--- config.mk ---
export PLATFORM = sky130hd
export DESIGN_NAME = dcache_controller_flat
export DESIGN_NICKNAME = d
export VERILOG_FILES = /design/src/rtl/dcache_pkg.sv /design/src/rtl/dcache_controller_if.sv /design/src/rtl/dcache_word_merge.sv /design/src/rtl/dcache_controller.sv /design/src/flat_wrapper.sv
export SDC_FILE = /design/constraint.sdc
export NUM_CORES = 1
export LEC_CHECK = 0
export BUFFER_PORTS_ARGS = -buffer_cell sky130_fd_sc_hd__buf_2
export CAP_MARGIN = 20
export CORE_AREA = 2 2 480 482
export DETAILED_ROUTE_END_ITERATION = 10
export DIE_AREA = 0 0 482 484
export PLACE_DENSITY = 0.3
export SETUP_SLACK_MARGIN = 0.02
export SLEW_MARGIN = 20
export SYNTH_ARGS = -nofsm -noshare
export SYNTH_HDL_FRONTEND = slang
export SYNTH_SLANG_ARGS = --single-unit
export TNS_END_PERCENT = 50
--- constraint.sdc ---
create_clock -name clk_i -period 2.85 [get_ports clk_i]
set_clock_uncertainty 0.15 [all_clocks]
set_input_delay 0.1425 -clock clk_i [delete_from_list [all_inputs] [get_ports clk_i]]
set_output_delay 0.1425 -clock clk_i [all_outputs]
set_load 0.02 [all_outputs]
--- src/rtl/dcache_pkg.sv ---
// Shared types and field positions for the L1 data-cache miss controller.
package dcache_pkg;
   localparam int unsigned TAG_W     = 23;
   localparam int unsigned IDX_W     = 4;
   localparam int unsigned LINE_W    = 256;
   localparam int unsigned OFFSET_W  = 5;
   localparam int unsigned TAGF_W    = TAG_W + 2;
   localparam int unsigned VALID_BIT = 24;
   localparam int unsigned DIRTY_BIT = 23;

   typedef enum logic [2:0] {
      ST_IDLE,
      ST_MISS,
      ST_WRITEBACK,
      ST_READMISS,
      ST_READMISSOK
   } state_e;
endpackage

--- src/rtl/dcache_controller_if.sv ---
// Controller-to-SRAM bus; names are seen from the controller (initiator) side.
interface dcache_controller_if;
   import dcache_pkg::*;

   logic [IDX_W-1:0]  sram_addr_o;
   logic [TAGF_W-1:0] sram_tag_o;
   logic [LINE_W-1:0] sram_data_o;
   logic              sram_enable_o;
   logic              sram_write_o;
   logic [TAGF_W-1:0] sram_tag_i;
   logic [LINE_W-1:0] sram_data_i;
   logic              sram_hit_i;

   modport master (
      output sram_addr_o, sram_tag_o, sram_data_o, sram_enable_o, sram_write_o,
      input  sram_tag_i, sram_data_i, sram_hit_i
   );

   modport slave (
      input  sram_addr_o, sram_tag_o, sram_data_o, sram_enable_o, sram_write_o,
      output sram_tag_i, sram_data_i, sram_hit_i
   );
endinterface

--- src/rtl/dcache_word_merge.sv ---
// Extracts one 32-bit word from a cache line and builds the line with that word replaced.
module dcache_word_merge
   import dcache_pkg::*;
(
   input  logic [LINE_W-1:0] line_i,
   input  logic [2:0]        word_sel_i,
   input  logic [31:0]       word_i,
   output logic [31:0]       word_o,
   output logic [LINE_W-1:0] line_o
);
   logic [7:0] bit_base;

   always_comb begin
      bit_base = {word_sel_i, 5'b0};
      word_o   = line_i[bit_base +: 32];
      line_o   = line_i;
      line_o[bit_base +: 32] = word_i;
   end
endmodule

--- src/rtl/dcache_controller.sv ---
// Miss handler for the 2-way L1 D-cache: stalls the CPU, writes back dirty
// victims, refills lines from memory and merges CPU word writes.
module dcache_controller
   import dcache_pkg::*;
(
   input  logic                clk_i,
   input  logic                rst_i,
   input  logic [31:0]         cpu_addr_i,
   input  logic [31:0]         cpu_data_i,
   input  logic                cpu_MemRead_i,
   input  logic                cpu_MemWrite_i,
   output logic [31:0]         cpu_data_o,
   output logic                cpu_stall_o,
   output logic [31:0]         mem_addr_o,
   output logic [LINE_W-1:0]   mem_data_o,
   output logic                mem_enable_o,
   output logic                mem_write_o,
   input  logic [LINE_W-1:0]   mem_data_i,
   input  logic                mem_ack_i,
   dcache_controller_if.master sram
);
   state_e            state_q, state_d;
   logic [31:0]       mem_addr_q, mem_addr_d;
   logic [LINE_W-1:0] mem_data_q, mem_data_d;
   logic              mem_enable_q, mem_enable_d;
   logic              mem_write_q, mem_write_d;

   logic              req, wr, hit_ok, victim_dirty;
   logic [TAG_W-1:0]  addr_tag;
   logic [IDX_W-1:0]  idx;
   logic [LINE_W-1:0] merged_line;
   logic              addr_lsb_unused;

   assign req             = cpu_MemRead_i | cpu_MemWrite_i;
   assign wr              = cpu_MemWrite_i;
   assign addr_tag        = cpu_addr_i[31:9];
   assign idx             = cpu_addr_i[8:5];
   assign addr_lsb_unused = ^cpu_addr_i[1:0];
   assign victim_dirty    = sram.sram_tag_i[VALID_BIT] & sram.sram_tag_i[DIRTY_BIT];
   assign hit_ok          = sram.sram_hit_i & (state_q == ST_IDLE || state_q == ST_READMISSOK);
   assign cpu_stall_o     = req & ~hit_ok;

   dcache_word_merge u_word_merge (
      .line_i     (sram.sram_data_i),
      .word_sel_i (cpu_addr_i[4:2]),
      .word_i     (cpu_data_i),
      .word_o     (cpu_data_o),
      .line_o     (merged_line)
   );

   always_comb begin
      state_d            = state_q;
      mem_addr_d         = mem_addr_q;
      mem_data_d         = mem_data_q;
      mem_enable_d       = mem_enable_q;
      mem_write_d        = mem_write_q;
      sram.sram_addr_o   = idx;
      sram.sram_enable_o = req;
      sram.sram_write_o  = 1'b0;
      sram.sram_data_o   = merged_line;
      sram.sram_tag_o    = {1'b1, 1'b0, addr_tag};

      unique case (state_q)
         ST_IDLE: begin
            if (req && sram.sram_hit_i) begin
               if (wr) begin
                  sram.sram_write_o = 1'b1;
                  sram.sram_tag_o   = {1'b1, 1'b1, addr_tag};
               end
            end else if (req) begin
               state_d = ST_MISS;
            end
         end
         ST_MISS: begin
            mem_enable_d = 1'b1;
            if (victim_dirty) begin
               mem_write_d = 1'b1;
               mem_addr_d  = {sram.sram_tag_i[TAG_W-1:0], idx, {OFFSET_W{1'b0}}};
               mem_data_d  = sram.sram_data_i;
               state_d     = ST_WRITEBACK;
            end else begin
               mem_write_d = 1'b0;
               mem_addr_d  = {cpu_addr_i[31:OFFSET_W], {OFFSET_W{1'b0}}};
               state_d     = ST_READMISS;
            end
         end
         ST_WRITEBACK: begin
            if (mem_ack_i) begin
               mem_write_d = 1'b0;
               mem_addr_d  = {cpu_addr_i[31:OFFSET_W], {OFFSET_W{1'b0}}};
               state_d     = ST_READMISS;
            end
         end
         ST_READMISS: begin
            if (mem_ack_i) begin
               sram.sram_write_o = 1'b1;
               sram.sram_data_o  = mem_data_i;
               sram.sram_tag_o   = {1'b1, 1'b0, addr_tag};
               mem_enable_d      = 1'b0;
               state_d           = ST_READMISSOK;
            end
         end
         ST_READMISSOK: begin
            // Refilled line now hits; a pending store merges into it and marks it dirty.
            if (req && wr && sram.sram_hit_i) begin
               sram.sram_write_o = 1'b1;
               sram.sram_tag_o   = {1'b1, 1'b1, addr_tag};
            end
            state_d = ST_IDLE;
         end
         default: state_d = ST_IDLE;
      endcase
   end

   always_ff @(posedge clk_i or negedge rst_i) begin
      if (!rst_i) begin
         state_q      <= ST_IDLE;
         mem_addr_q   <= '0;
         mem_data_q   <= '0;
         mem_enable_q <= 1'b0;
         mem_write_q  <= 1'b0;
      end else begin
         state_q      <= state_d;
         mem_addr_q   <= mem_addr_d;
         mem_data_q   <= mem_data_d;
         mem_enable_q <= mem_enable_d;
         mem_write_q  <= mem_write_d;
      end
   end

   assign mem_addr_o   = mem_addr_q;
   assign mem_data_o   = mem_data_q;
   assign mem_enable_o = mem_enable_q;
   assign mem_write_o  = mem_write_q;
endmodule

--- src/flat_wrapper.sv ---
// flat-port wrapper written by rule: the top's interface ports become plain ports
module dcache_controller_flat import dcache_pkg::*;
  (clk_i, rst_i, cpu_addr_i, cpu_data_i, cpu_MemRead_i, cpu_MemWrite_i, cpu_data_o, cpu_stall_o, mem_addr_o, mem_data_o, mem_enable_o, mem_write_o, mem_data_i, mem_ack_i, sram_sram_addr_o, sram_sram_tag_o, sram_sram_data_o, sram_sram_enable_o, sram_sram_write_o, sram_sram_tag_i, sram_sram_data_i, sram_sram_hit_i);
  dcache_controller_if sram_i ();
  input  logic clk_i;
  input  logic rst_i;
  input  logic [31:0] cpu_addr_i;
  input  logic [31:0] cpu_data_i;
  input  logic cpu_MemRead_i;
  input  logic cpu_MemWrite_i;
  output logic [31:0] cpu_data_o;
  output logic cpu_stall_o;
  output logic [31:0] mem_addr_o;
  output logic [LINE_W-1:0] mem_data_o;
  output logic mem_enable_o;
  output logic mem_write_o;
  input  logic [LINE_W-1:0] mem_data_i;
  input  logic mem_ack_i;
  output wire logic [$bits(sram_i.sram_addr_o)-1:0] sram_sram_addr_o;
  output wire logic [$bits(sram_i.sram_tag_o)-1:0] sram_sram_tag_o;
  output wire logic [$bits(sram_i.sram_data_o)-1:0] sram_sram_data_o;
  output wire logic [$bits(sram_i.sram_enable_o)-1:0] sram_sram_enable_o;
  output wire logic [$bits(sram_i.sram_write_o)-1:0] sram_sram_write_o;
  input wire logic [$bits(sram_i.sram_tag_i)-1:0] sram_sram_tag_i;
  input wire logic [$bits(sram_i.sram_data_i)-1:0] sram_sram_data_i;
  input wire logic [$bits(sram_i.sram_hit_i)-1:0] sram_sram_hit_i;
  assign sram_sram_addr_o = sram_i.sram_addr_o;
  assign sram_sram_tag_o = sram_i.sram_tag_o;
  assign sram_sram_data_o = sram_i.sram_data_o;
  assign sram_sram_enable_o = sram_i.sram_enable_o;
  assign sram_sram_write_o = sram_i.sram_write_o;
  assign sram_i.sram_tag_i = sram_sram_tag_i;
  assign sram_i.sram_data_i = sram_sram_data_i;
  assign sram_i.sram_hit_i = sram_sram_hit_i;
  dcache_controller u_core (.clk_i(clk_i), .rst_i(rst_i), .cpu_addr_i(cpu_addr_i), .cpu_data_i(cpu_data_i), .cpu_MemRead_i(cpu_MemRead_i), .cpu_MemWrite_i(cpu_MemWrite_i), .cpu_data_o(cpu_data_o), .cpu_stall_o(cpu_stall_o), .mem_addr_o(mem_addr_o), .mem_data_o(mem_data_o), .mem_enable_o(mem_enable_o), .mem_write_o(mem_write_o), .mem_data_i(mem_data_i), .mem_ack_i(mem_ack_i), .sram(sram_i));
endmodule
==> results of run 1 <==
-- through the flow --
| step | hold slack [ps] | std cells | util | worst slack [ps] | cell area (sq um) |
|---|---|---|---|---|---|
| floorplan | -303 | 1776 | - | 36.4 | 18100 |
| global placement | 90.8 | 5950 | 0.126 | -183 | 28900 |
| detailed placement | 94.2 | 5950 | 0.126 | -145 | 28900 |
| CTS | 9.64 | 6402 | 0.156 | -331 | 35600 |
| global route | 42.2 | 6444 | 0.161 | -248 | 36800 |
| finish | -26.1 | 6462 | 0.161 | -167 | 36900 |
-- per-layer routing --
metal | up-vias | global-route usage | routed length, um
met5 | - | 0 | 333
met4 | 48 | 0.0721 | 10900
met3 | 391 | 0.0666 | 21300
met2 | 1419 | 0.317 | 108000
met1 | 11600 | 0.184 | 77000
li1 | 9662 | - | -
-- cell usage in the layout (no fill, tap or decap), types with 5 or more instances in the layout --
cell type	count
buf_8	11
nand2_1	295
nor2_1	149
a21oi_4	22
clkinv_2	6
dlygate4sd3_1	315
buf_6	156
clkbuf_8	12
buf_2	1017
and2_1	52
nand2_4	14
mux2i_1	23
mux2_1	19
a21oi_1	90
a31oi_4	5
a22oi_2	24
conb_1	6
nand2_2	21
buf_16	26
mux4_2	64
buf_12	80
ha_1	5
clkbuf_16	52
mux2_2	241
buf_4	108
inv_1	7
dfrtp_1	288
nor2_2	5
a22oi_1	40
clkbuf_1	8
a21oi_2	42
and2_4	11
a221o_1	121
diode_2	38
-- critical path, stage by stage (launching register included) --
cell      delay (ps)
dfrtp_1          370
nand4b_1         180
buf_6            150
buf_12           140
inv_12            70
buf_6            110
a31oi_4           40
buf_12           150
buf_12           150
and2_1           160
a221o_1          350
buf_6            170
-- layout make-up --
class	instances	area share
flip-flops and latches	288	0.195
multi-input cells	1294	0.287
inverters	9	0.00126
well taps	3026	0.103
diodes	38	0.00258
clock buffers	62	0.0344
repair buffers	1727	0.370
clock inverters	18	0.00641
-- how the worst max path moves through the flow --
stage | endpoint | slack [ps] | cells after the start
3_3_place_gp | sram_sram_data_o[5] | -180 | 12
3_5_place_dp | sram_sram_data_o[5] | -140 | 12
4_1_cts | sram_sram_data_o[124] | -330 | 10
2_1_floorplan | sram_sram_data_o[158] | 40 | 11
6_report | sram_sram_data_o[74] | -170 | 11
5_1_grt | sram_sram_data_o[120] | -250 | 11
-- power breakdown --
part,total (mW),switching [mW],leakage [nW],internal [mW]
combinational,21.2,12.8,12.4,8.36
clock,5.97,2.49,0.738,3.48
sequential,7.13,0.993,3.46,6.14
total,34.3,16.3,16.6,18.0
-- flip-flops by register name (all words and copies together) (netlist names) --
register,flops
u_core.mem_enable_o,1
u_core.mem_data_o,256
u_core.mem_addr_o,27
u_core.state_q,3
u_core.mem_write_o,1
-- repair_timing --
| action | in CTS | in global routing |
|---|---|---|
| setup buffers | 38 | 18 |
| gates cloned | 19 | 8 |
| hold endpoints to repair | 532 | 0 |
| endpoints found under the setup margin | 255 | 255 |
| hold buffers | 316 | 0 |
| gates resized for setup | 322 | 261 |
| pin swaps | 55 | 67 |
-- kinds of logic (layout without fill, tap and decap cells) --
family / Yosys count / in the layout / synth area share
buffers and inverters: 194 / 1816 / 0.0591
adders and majority gates: 6 / 6 / 0.00418
AOI/OAI and AO/OA: 358 / 358 / 0.145
and+or+nand+nor: 577 / 577 / 0.134
DFF: 288 / 288 / 0.401
other: 2 / 44 / 0.000418
muxes: 347 / 347 / 0.256
==> summary.md, run 1 <==
| Metric | Value |
|---|---|
| Power per cell area | 930 nW/um^2 |
| Sink Count | between 200 and 300 |
| PortBufs | between 1000 and 1500 |
| Critical R2R Capture | u_core.mem_addr_o[9] |
| Worst-path maximum fanout | 17 |
| CP Data Arrival Time | about 2700 ps |
| Outcome | complete, but fails checks |
| Max frequency | roughly 330 MHz |
| Gpl congestion | about 0.88 |
| Vias | roughly 23000 |
| WL per Instance | about 34 um |
| GRT Total Usage | 0.177 |
| Reg2reg start | u_core.state_q[0] |
| Failing checks | negative hold slack, negative setup slack |
| Most area-consuming cells after synthesis | dfrtp_1 40%, mux2_2 15%, mux4_2 8.0%, nand2_1 6.9%, a221o_1 6.9% |
| CTS clk-pin slew, worst paths | about 50 ps |
| Total CTS buffers | 44 |
| Crit start category | flop |
| Post-synthesis instance area | between 15000 and 20000 sq um |
| Register area | around 7000 sq um |
| Drt pass-1 iters | 5 |
| Top cells by count, synth | 331 x nand2_1, 288 x dfrtp_1, 241 x mux2_2 |
| Post-synth EDFFs | 0 |
| Hold path cells | 4 |
| Ys flop type | dfrtp_1 |
| DRC | 0 |
| Hold Vio Cnt, Final | 1 |
| Tightest Hold Check Type | primary input to flop |
| Largest net degree at the start of global routing | 52 |
| Worst setup path startpoint | u_core.state_q[2] |
| Pleak | roughly 17 nW |
| Critical path class | flop to primary output |
| DP Wirelength | 173000 um |
| Tmin final | 3020 ps |
| ANT nets after route | 0 |
| FILL cells | 26000 |
| Drt initial violations | around 1500 |
| Period utilization | 1.06 |
| Post-synth ARST share | 1.00 |
| Detailed Route WL | 217000 um |
| # nets final | ~4000 |
| Setup violations, final | about 180 |
| Num rows | ~180 |
| Most common cell in the netlist | nand2_1 |
| Initial antenna violation count | 96 |
| Seq/Total Area, Yosys | 0.401 |
| RSZ-0062 raised after global routing | true |
| CTS root buf | clkbuf_16 |
| Synthesis-stage register bit count | ~290 |
| Mapped Avg Cell Area | approximately 10 sq um |
| Clk_lat worst skew | 650 ps |
| H-tree levels | 2 |
| Min-Delay Endpoint | u_core.state_q[0] |
| Vias in the first global route | between 20000 and 25000 |
| TritonCTS clock tree | done |
| Max-slew violation count | 0 |
| Setup TNS | -12930 ps |
| Post-synth top area share | 0.401 |
| Peak VDD IR | a little over 0.4 mV |
| Required @ worst endpoint | 2560 ps |
| Worst Tran Pin Value | roughly 730 ps |
| Max cap viols | 0 |
| Share of cells above drive strength 1 | 0.574 |
| R2R setup slack | roughly 150 ps |
| Slew headroom | 0.511 |
| Hold Crit Start | sram_sram_tag_i[23] |
| Min setup slack post-route | -167 ps |
| Yosys warnings | 0 |
| Post-synth cell types | slightly above 40 |
| Number of vias per cell | roughly 3.6 |
| Total gr overflow | 0 |
| Reg2Reg Depth | 8 |
| Synth-to-layout area growth | 105% |
| Ports | between 1000 and 1500 |
| Max Root-Sink Buffers | 3 |
| Hold Slack | -26.1 ps |
| Die Height | 484 um |
| Die area | between 200000 and 250000 sq um |
| CP Capture Type | primary output |
| Die W | slightly below 500 um |
| Area of the multi-input gates | roughly 11000 sq um |
| Core ar. | around 230000 sq um |
| Dominant cell type by area after synthesis | dfrtp_1 |
| Initial Util | 0.0786 |
| Power, Total | 34.3 mW |
| First-pass GRT wire length | approximately 270000 um |
| Syn Inst Count | 1772 |
No activity file was read; power rests on OpenSTA's default activity.
==> run 2, diff against run 1 <==
--- a/config.mk
+++ b/config.mk
@@ -5,15 +5,17 @@
 export SDC_FILE = /design/constraint.sdc
 export NUM_CORES = 1
 export LEC_CHECK = 0
+export ABC_AREA = 0
 export BUFFER_PORTS_ARGS = -buffer_cell sky130_fd_sc_hd__buf_2
 export CAP_MARGIN = 20
 export CORE_AREA = 2 2 480 482
 export DETAILED_ROUTE_END_ITERATION = 10
 export DIE_AREA = 0 0 482 484
+export GPL_ROUTABILITY_DRIVEN = 0
 export PLACE_DENSITY = 0.3
 export SETUP_SLACK_MARGIN = 0.02
 export SLEW_MARGIN = 20
 export SYNTH_ARGS = -nofsm -noshare
 export SYNTH_HDL_FRONTEND = slang
 export SYNTH_SLANG_ARGS = --single-unit
-export TNS_END_PERCENT = 50
+export TNS_END_PERCENT = 30
==> summary.md, run 2 (same netlist as run 1, synthesis figures left out) <==
| Metric | Value |
|---|---|
| TritonCTS clock tree | done |
| Die Height | between 400 and 500 um |
| M2 GR Usage | 0.313 |
| GRT Total Usage | 0.173 |
| Global routing's busiest layer | met2 |
| First-pass GRT wire length | 261000 um |
| Max incr delay on CP | roughly 400 ps |
| Max frequency | about 330 MHz |
| Hold Vio Cnt, Final | 0 |
| Max-slew violation count | 0 |
| Pleak | 16.3 nW |
| Die W | just under 500 um |
| Ports | about 1200 |
| Period utilization | 1.07 |
| Critical path class | flop to primary output |
| GR Layer Usage met1 | 0.171 |
| Total CTS buffers | 44 |
| Number of flip-flops in the largest register | roughly 260 |
| Detailed Route WL | around 210000 um |
| CTS clk-pin slew, worst paths | ~60 ps |
| Min setup slack post-route | -203 ps |
| Tightest Hold Check Type | primary input to flop |
| Crit start category | flop |
| Worst Tran Pin Value | between 700 and 800 ps |
| Vias | approximately 23000 |
| Met3 usage | 0.0711 |
| Drt initial violations | 1295 |
| Power per cell area | just over 900 nW/um^2 |
| Initial Util | 0.0786 |
| Commonest non-fill, non-tap cells in the layout | 1008 x buf_2, 311 x dlygate4sd3_1, 287 x dfrtp_1, 244 x nand2_1, 241 x mux2_2 |
| DRC | 0 |
| Setup violations, final | 207 |
| FILL cells | between 20000 and 30000 |
| Die area | 233000 sq um |
| Worst-path maximum fanout | 8 |
| Num rows | between 150 and 200 |
| Final core utilization | 0.160 |
| DP Wirelength | ~170000 um |
| Tmin final | approximately 3000 ps |
| Largest net degree at the start of global routing | 52 |
| Required @ worst endpoint | ~2600 ps |
| CP cell instances | nand4b_1 > buf_12 > clkinv_16 > buf_16 > a31oi_4 > buf_12 > buf_16 > nand2_4 > nand2_2 > buf_6 |
| Peak VDD IR | between 0.4 and 0.5 mV |
| CTS root buf | clkbuf_16 |
| Clk_lat worst skew | between 600 and 700 ps |
| PortBufs | between 1000 and 1500 |
| ANT nets after route | 0 |
| Hold Slack | 120 ps |
| CP Capture Type | primary output |
| WL per Instance | between 30 and 40 um |
| Failing checks | negative setup slack |
| Max Root-Sink Buffers | 3 |
| Slew headroom | 0.505 |
| Outcome | complete, but fails checks |
| Total gr overflow | 0 |
| CP max stage cell | dfrtp_2 |
| Drt pass-1 iters | 5 |
| Core ar. | roughly 230000 sq um |
| Commonest non-fill, non-tap cell in the layout | buf_2 |
| Sink Count | about 290 |
| Synth-to-layout area growth | 103% |
| Max cap viols | 0 |
| # nets final | 3929 |
| Number of vias per cell | roughly 3.6 |
| Vias in the first global route | around 24000 |
| CP Data Arrival Time | 2760 ps |
| H-tree levels | 2 |
| Share of cells above drive strength 1 | 0.594 |
| Initial antenna violation count | between 70 and 80 |
| RSZ-0062 raised after global routing | true |
==> run 2: cell count changes in the layout (fill, tap and decap cells not counted), moves of 13 or more <==
cell     previous run  this run
nand2_1           295       244
nand2_2            21        59
nor2_1            149       114
a21oi_2            42        75
a21oi_1            90        68
nor2_4              2        24
buf_4             108        89
a22oi_1            40        58
a22oi_2            24         6
nand2_4            14        27
nor2_2              5        18
==> run 2: what timing repair did <==
item	CTS	global route
hold buffers	312	0
pin swaps	38	77
endpoints found under the setup margin	254	254
buffers inserted	24	6
endpoints found under the hold margin	575	0
cloned	11	3
gates resized for setup	318	390
==> run 2: per-stage QoR <==
| stage | cell area (sq um) | power, mW | setup WS [ps] | instances | setup TNS (ps) |
|---|---|---|---|---|---|
| 2_1_floorplan | 18100 | 15.9 | 36.4 | 1776 | 0 |
| 3_3_place_gp | 28800 | 25.1 | -384 | 5943 | -884 |
| 3_5_place_dp | 28800 | 25.2 | -368 | 5943 | -837 |
| 4_1_cts | 35100 | 33.3 | -286 | 6370 | -43640 |
| 5_1_grt | 36400 | 35.4 | -312 | 6391 | -49280 |
| 6_report | 36500 | 33.7 | -203 | 6404 | -17630 |
==> run 2: final cells by class <==
class / count / area [sq um] / share of cell area
Timing Repair Buffer: 1678 / 13000 / 0.356
Clock buffer: 60 / 1250 / 0.0343
Antenna cell: 28 / 70.1 / 0.00192
Clock inverter: 20 / 243 / 0.00665
Sequential cell: 288 / 7210 / 0.198
Multi-Input combinational cell: 1294 / 10900 / 0.298
Timing Repair inverter: 1 / 8.76 / 0.000240
Inverter: 9 / 60.1 / 0.00165
Tap cell: 3026 / 3790 / 0.104
==> run 2: per-layer routing <==
metal	wire length (um)	part of all wire
met5	235	0.0011
met2	107000	0.50
met1	72800	0.34
met3	20800	0.098
met4	10900	0.052
==> run 2: critical path, delay by kind of cell (launching register included) <==
| kind | cells | cell delay [ps] |
|---|---|---|
| AOI/OAI and AO/OA | 1 | 220 |
| buffers and inverters | 6 | 990 |
| DFF | 1 | 400 |
| and+or+nand+nor | 3 | 410 |
==> run 2: where the power goes <==
group / leakage (nW) / total, mW / internal (mW) / switching [mW]
logic: 12.1 / 20.6 / 7.89 / 12.7
clock network: 0.739 / 5.98 / 3.46 / 2.53
registers: 3.46 / 7.13 / 6.14 / 0.994
==> run 2: path summary, 6_finish.rpt <==
kind                       slack (ps)                      to  cells past startpoint                    from
min in group asynchronous         170    u_core.mem_addr_o[8]                      3                   rst_i
setup reg to reg                  270   u_core.mem_addr_o[21]                      9       u_core.state_q[0]
hold reg to reg                   340  u_core.mem_data_o[228]                      1  u_core.mem_data_o[228]
max in group asynchronous        1960  u_core.mem_data_o[136]                      3                   rst_i
hold / removal                    120    u_core.mem_addr_o[7]                      3           cpu_addr_i[7]
setup / recovery                 -200   sram_sram_data_o[230]                     10       u_core.state_q[0]
==> run 3, diff against run 2 <==
--- a/config.mk
+++ b/config.mk
@@ -8,9 +8,11 @@
 export ABC_AREA = 0
 export BUFFER_PORTS_ARGS = -buffer_cell sky130_fd_sc_hd__buf_2
 export CAP_MARGIN = 20
-export CORE_AREA = 2 2 480 482
+export CELL_PAD_IN_SITES_DETAIL_PLACEMENT = 1
+export CELL_PAD_IN_SITES_GLOBAL_PLACEMENT = 1
+export CORE_AREA = 2 2 469 471
 export DETAILED_ROUTE_END_ITERATION = 10
-export DIE_AREA = 0 0 482 484
+export DIE_AREA = 0 0 471 473
 export GPL_ROUTABILITY_DRIVEN = 0
 export PLACE_DENSITY = 0.3
 export SETUP_SLACK_MARGIN = 0.02
==> summary.md, run 3 (same netlist as run 1, synthesis figures left out) <==
| Metric | Value |
|---|---|
| CP Data Arrival Time | approximately 2800 ps |
| Tmin final | a little over 3000 ps |
| GRT Total Usage | 0.178 |
| Cells after DPL | 5791 |
| Ports | about 1200 |
| Share of cells above drive strength 1 | 0.598 |
| Commonest non-fill, non-tap cells in the layout | 1036 x buf_2, 315 x dlygate4sd3_1, 286 x dfrtp_1, 264 x nand2_1, 241 x mux2_2 |
| Required @ worst endpoint | between 2000 and 3000 ps |
| Worst Tran Pin Value | roughly 760 ps |
| Max-slew violation count | 0 |
| RSZ-0062 raised after global routing | true |
| Max frequency | around 320 MHz |
| Non-Filler Instances | between 6000 and 7000 |
| Most used cell, CP | buf_12 |
| Critical Path Stages | 8 |
| Initial Util | 0.0823 |
| Worst-path maximum fanout | 22 |
| TritonCTS clock tree | done |
| Commonest non-fill, non-tap cell in the layout | buf_2 |
| Die Height | around 470 um |
| Drt pass-1 iters | 5 |
| Initial antenna violation count | 60 |
| Largest net degree at the start of global routing | 58 |
| Critical path class | flop to primary output |
| CTS clk-pin slew, worst paths | approximately 60 ps |
| Vias | 22500 |
| WL per Instance | roughly 33 um |
| PortBufs | 1208 |
| Cell area after layout | approximately 36000 sq um |
| # nets final | around 4000 |
| Placement Cell Area | 28500 sq um |
| CP max stage cell | a221o_1 |
| Number of vias per cell | about 3.6 |
| Max cap viols | 0 |
| Peak VDD IR | ~0.32 mV |
| Sink Count | 288 |
| Min setup slack post-route | -229 ps |
| R2R setup slack | 360 ps |
| Total gr overflow | 0 |
| Reg2reg start | u_core.state_q[0] |
| CP Capture Type | primary output |
| Number of flip-flops in the largest register | 256 |
| ANT nets after route | 0 |
| Crit start category | flop |
| Num rows | about 170 |
| First-pass GRT wire length | 261000 um |
| DRC | 0 |
| Core ar. | 218000 sq um |
| Total CTS buffers | 46 |
| Die W | 471 um |
| Tightest Hold Check Type | primary input to flop |
| Synth-to-layout area growth | 103% |
| Pleak | between 15 and 20 nW |
| Drt initial violations | approximately 1000 |
| Worst setup path startpoint | u_core.state_q[2] |
| Vias in the first global route | 24200 |
| Detailed Route WL | between 200000 and 250000 um |
| Crit path max-delay family | buffers and inverters |
| CP cell instances | nand4b_1 > buf_12 > inv_16 > buf_12 > a31oi_4 > buf_12 > a221o_1 > buf_2 |
| Reg2Reg Depth | 7 |
| Outcome | complete, but fails checks |
| Setup violations, final | between 150 and 200 |
| DP Wirelength | ~160000 um |
| Slew headroom | 0.494 |
| Max incr delay on CP | roughly 470 ps |
| Power per cell area | 912 nW/um^2 |
| Critical R2R Capture | u_core.mem_addr_o[28] |
| Failing checks | negative setup slack |
| CP endpoint | sram_sram_data_o[47] |
| FILL cells | between 20000 and 30000 |
| Period utilization | 1.08 |
| Die area | roughly 220000 sq um |
| CTS root buf | clkbuf_16 |
| Clk_lat worst skew | around 640 ps |
| Max Root-Sink Buffers | 3 |
| CP Buf/Inv Count | 5 |
| Hold Vio Cnt, Final | 0 |
| H-tree levels | 2 |
| Final core utilization | 0.167 |
## run 3: how the worst min path moves through the flow
stage / from / endpoint / slack [ps] / cells past startpoint
final: sram_sram_data_i[219] / u_core.mem_data_o[219] / 140 / 3
after global routing: sram_sram_data_i[219] / u_core.mem_data_o[219] / 120 / 3
after CTS: sram_sram_data_i[219] / u_core.mem_data_o[219] / 60 / 3
after detailed placement: rst_i / u_core.mem_data_o[154] / 50 / 1
after global placement: rst_i / u_core.mem_data_o[154] / 50 / 1
after floorplan: rst_i / u_core.mem_addr_o[10] / -300 / 0
## run 3: final cells by class
| cell class | count | area, sq um | area share |
|---|---|---|---|
| repair buffers | 1711 | 13000 | 0.357 |
| repair inverters | 1 | 8.76 | 0.000240 |
| clock buffers | 68 | 1350 | 0.0369 |
| flip-flops and latches | 288 | 7210 | 0.198 |
| clock inverters | 14 | 120 | 0.00329 |
| multi-input cells | 1294 | 11100 | 0.303 |
| well taps | 2871 | 3590 | 0.0985 |
| inverters | 9 | 50.0 | 0.00137 |
| diodes | 22 | 55.1 | 0.00151 |
## run 3: timing repair
action,4_1_cts,5_1_grt
hold buffers,316,0
cloned,16,6
endpoints found under the hold margin,568,0
pin swaps,61,82
endpoints found under the setup margin,254,255
buffers inserted,42,9
resized for setup,364,276
## run 3: report_power, final
part | internal (mW) | total (mW) | switching [mW]
registers | 6.14 | 7.19 | 1.05
logic | 7.92 | 20.3 | 12.4
clock network | 3.35 | 5.79 | 2.45
## run 3: metal layers
layer	track usage	share of wire	routed length, um	up-vias
met5	0	0.00075	155	-
met4	0.0580	0.033	6950	26
met3	0.0475	0.064	13300	208
met2	0.333	0.53	109000	1115
met1	0.192	0.38	78200	11500
li1	-	-	-	9599
## run 3: stage by stage
step	hold WS [ps]	setup TNS [ps]	setup slack (ps)	total power, mW
floorplan	-303	0	36.4	15.9
global placement	48.6	-9.20	-9.20	24.6
detailed placement	46.6	-34.5	-34.5	24.7
CTS	62.5	-49650	-326	33.2
global route	118	-46060	-317	35.0
finish	143	-16150	-229	33.3
## run 3: worst min-delay path, cell delays in order
cell and delay [ps]:
dlygate4sd3_1 510, buf_2 120, mux2_2 130
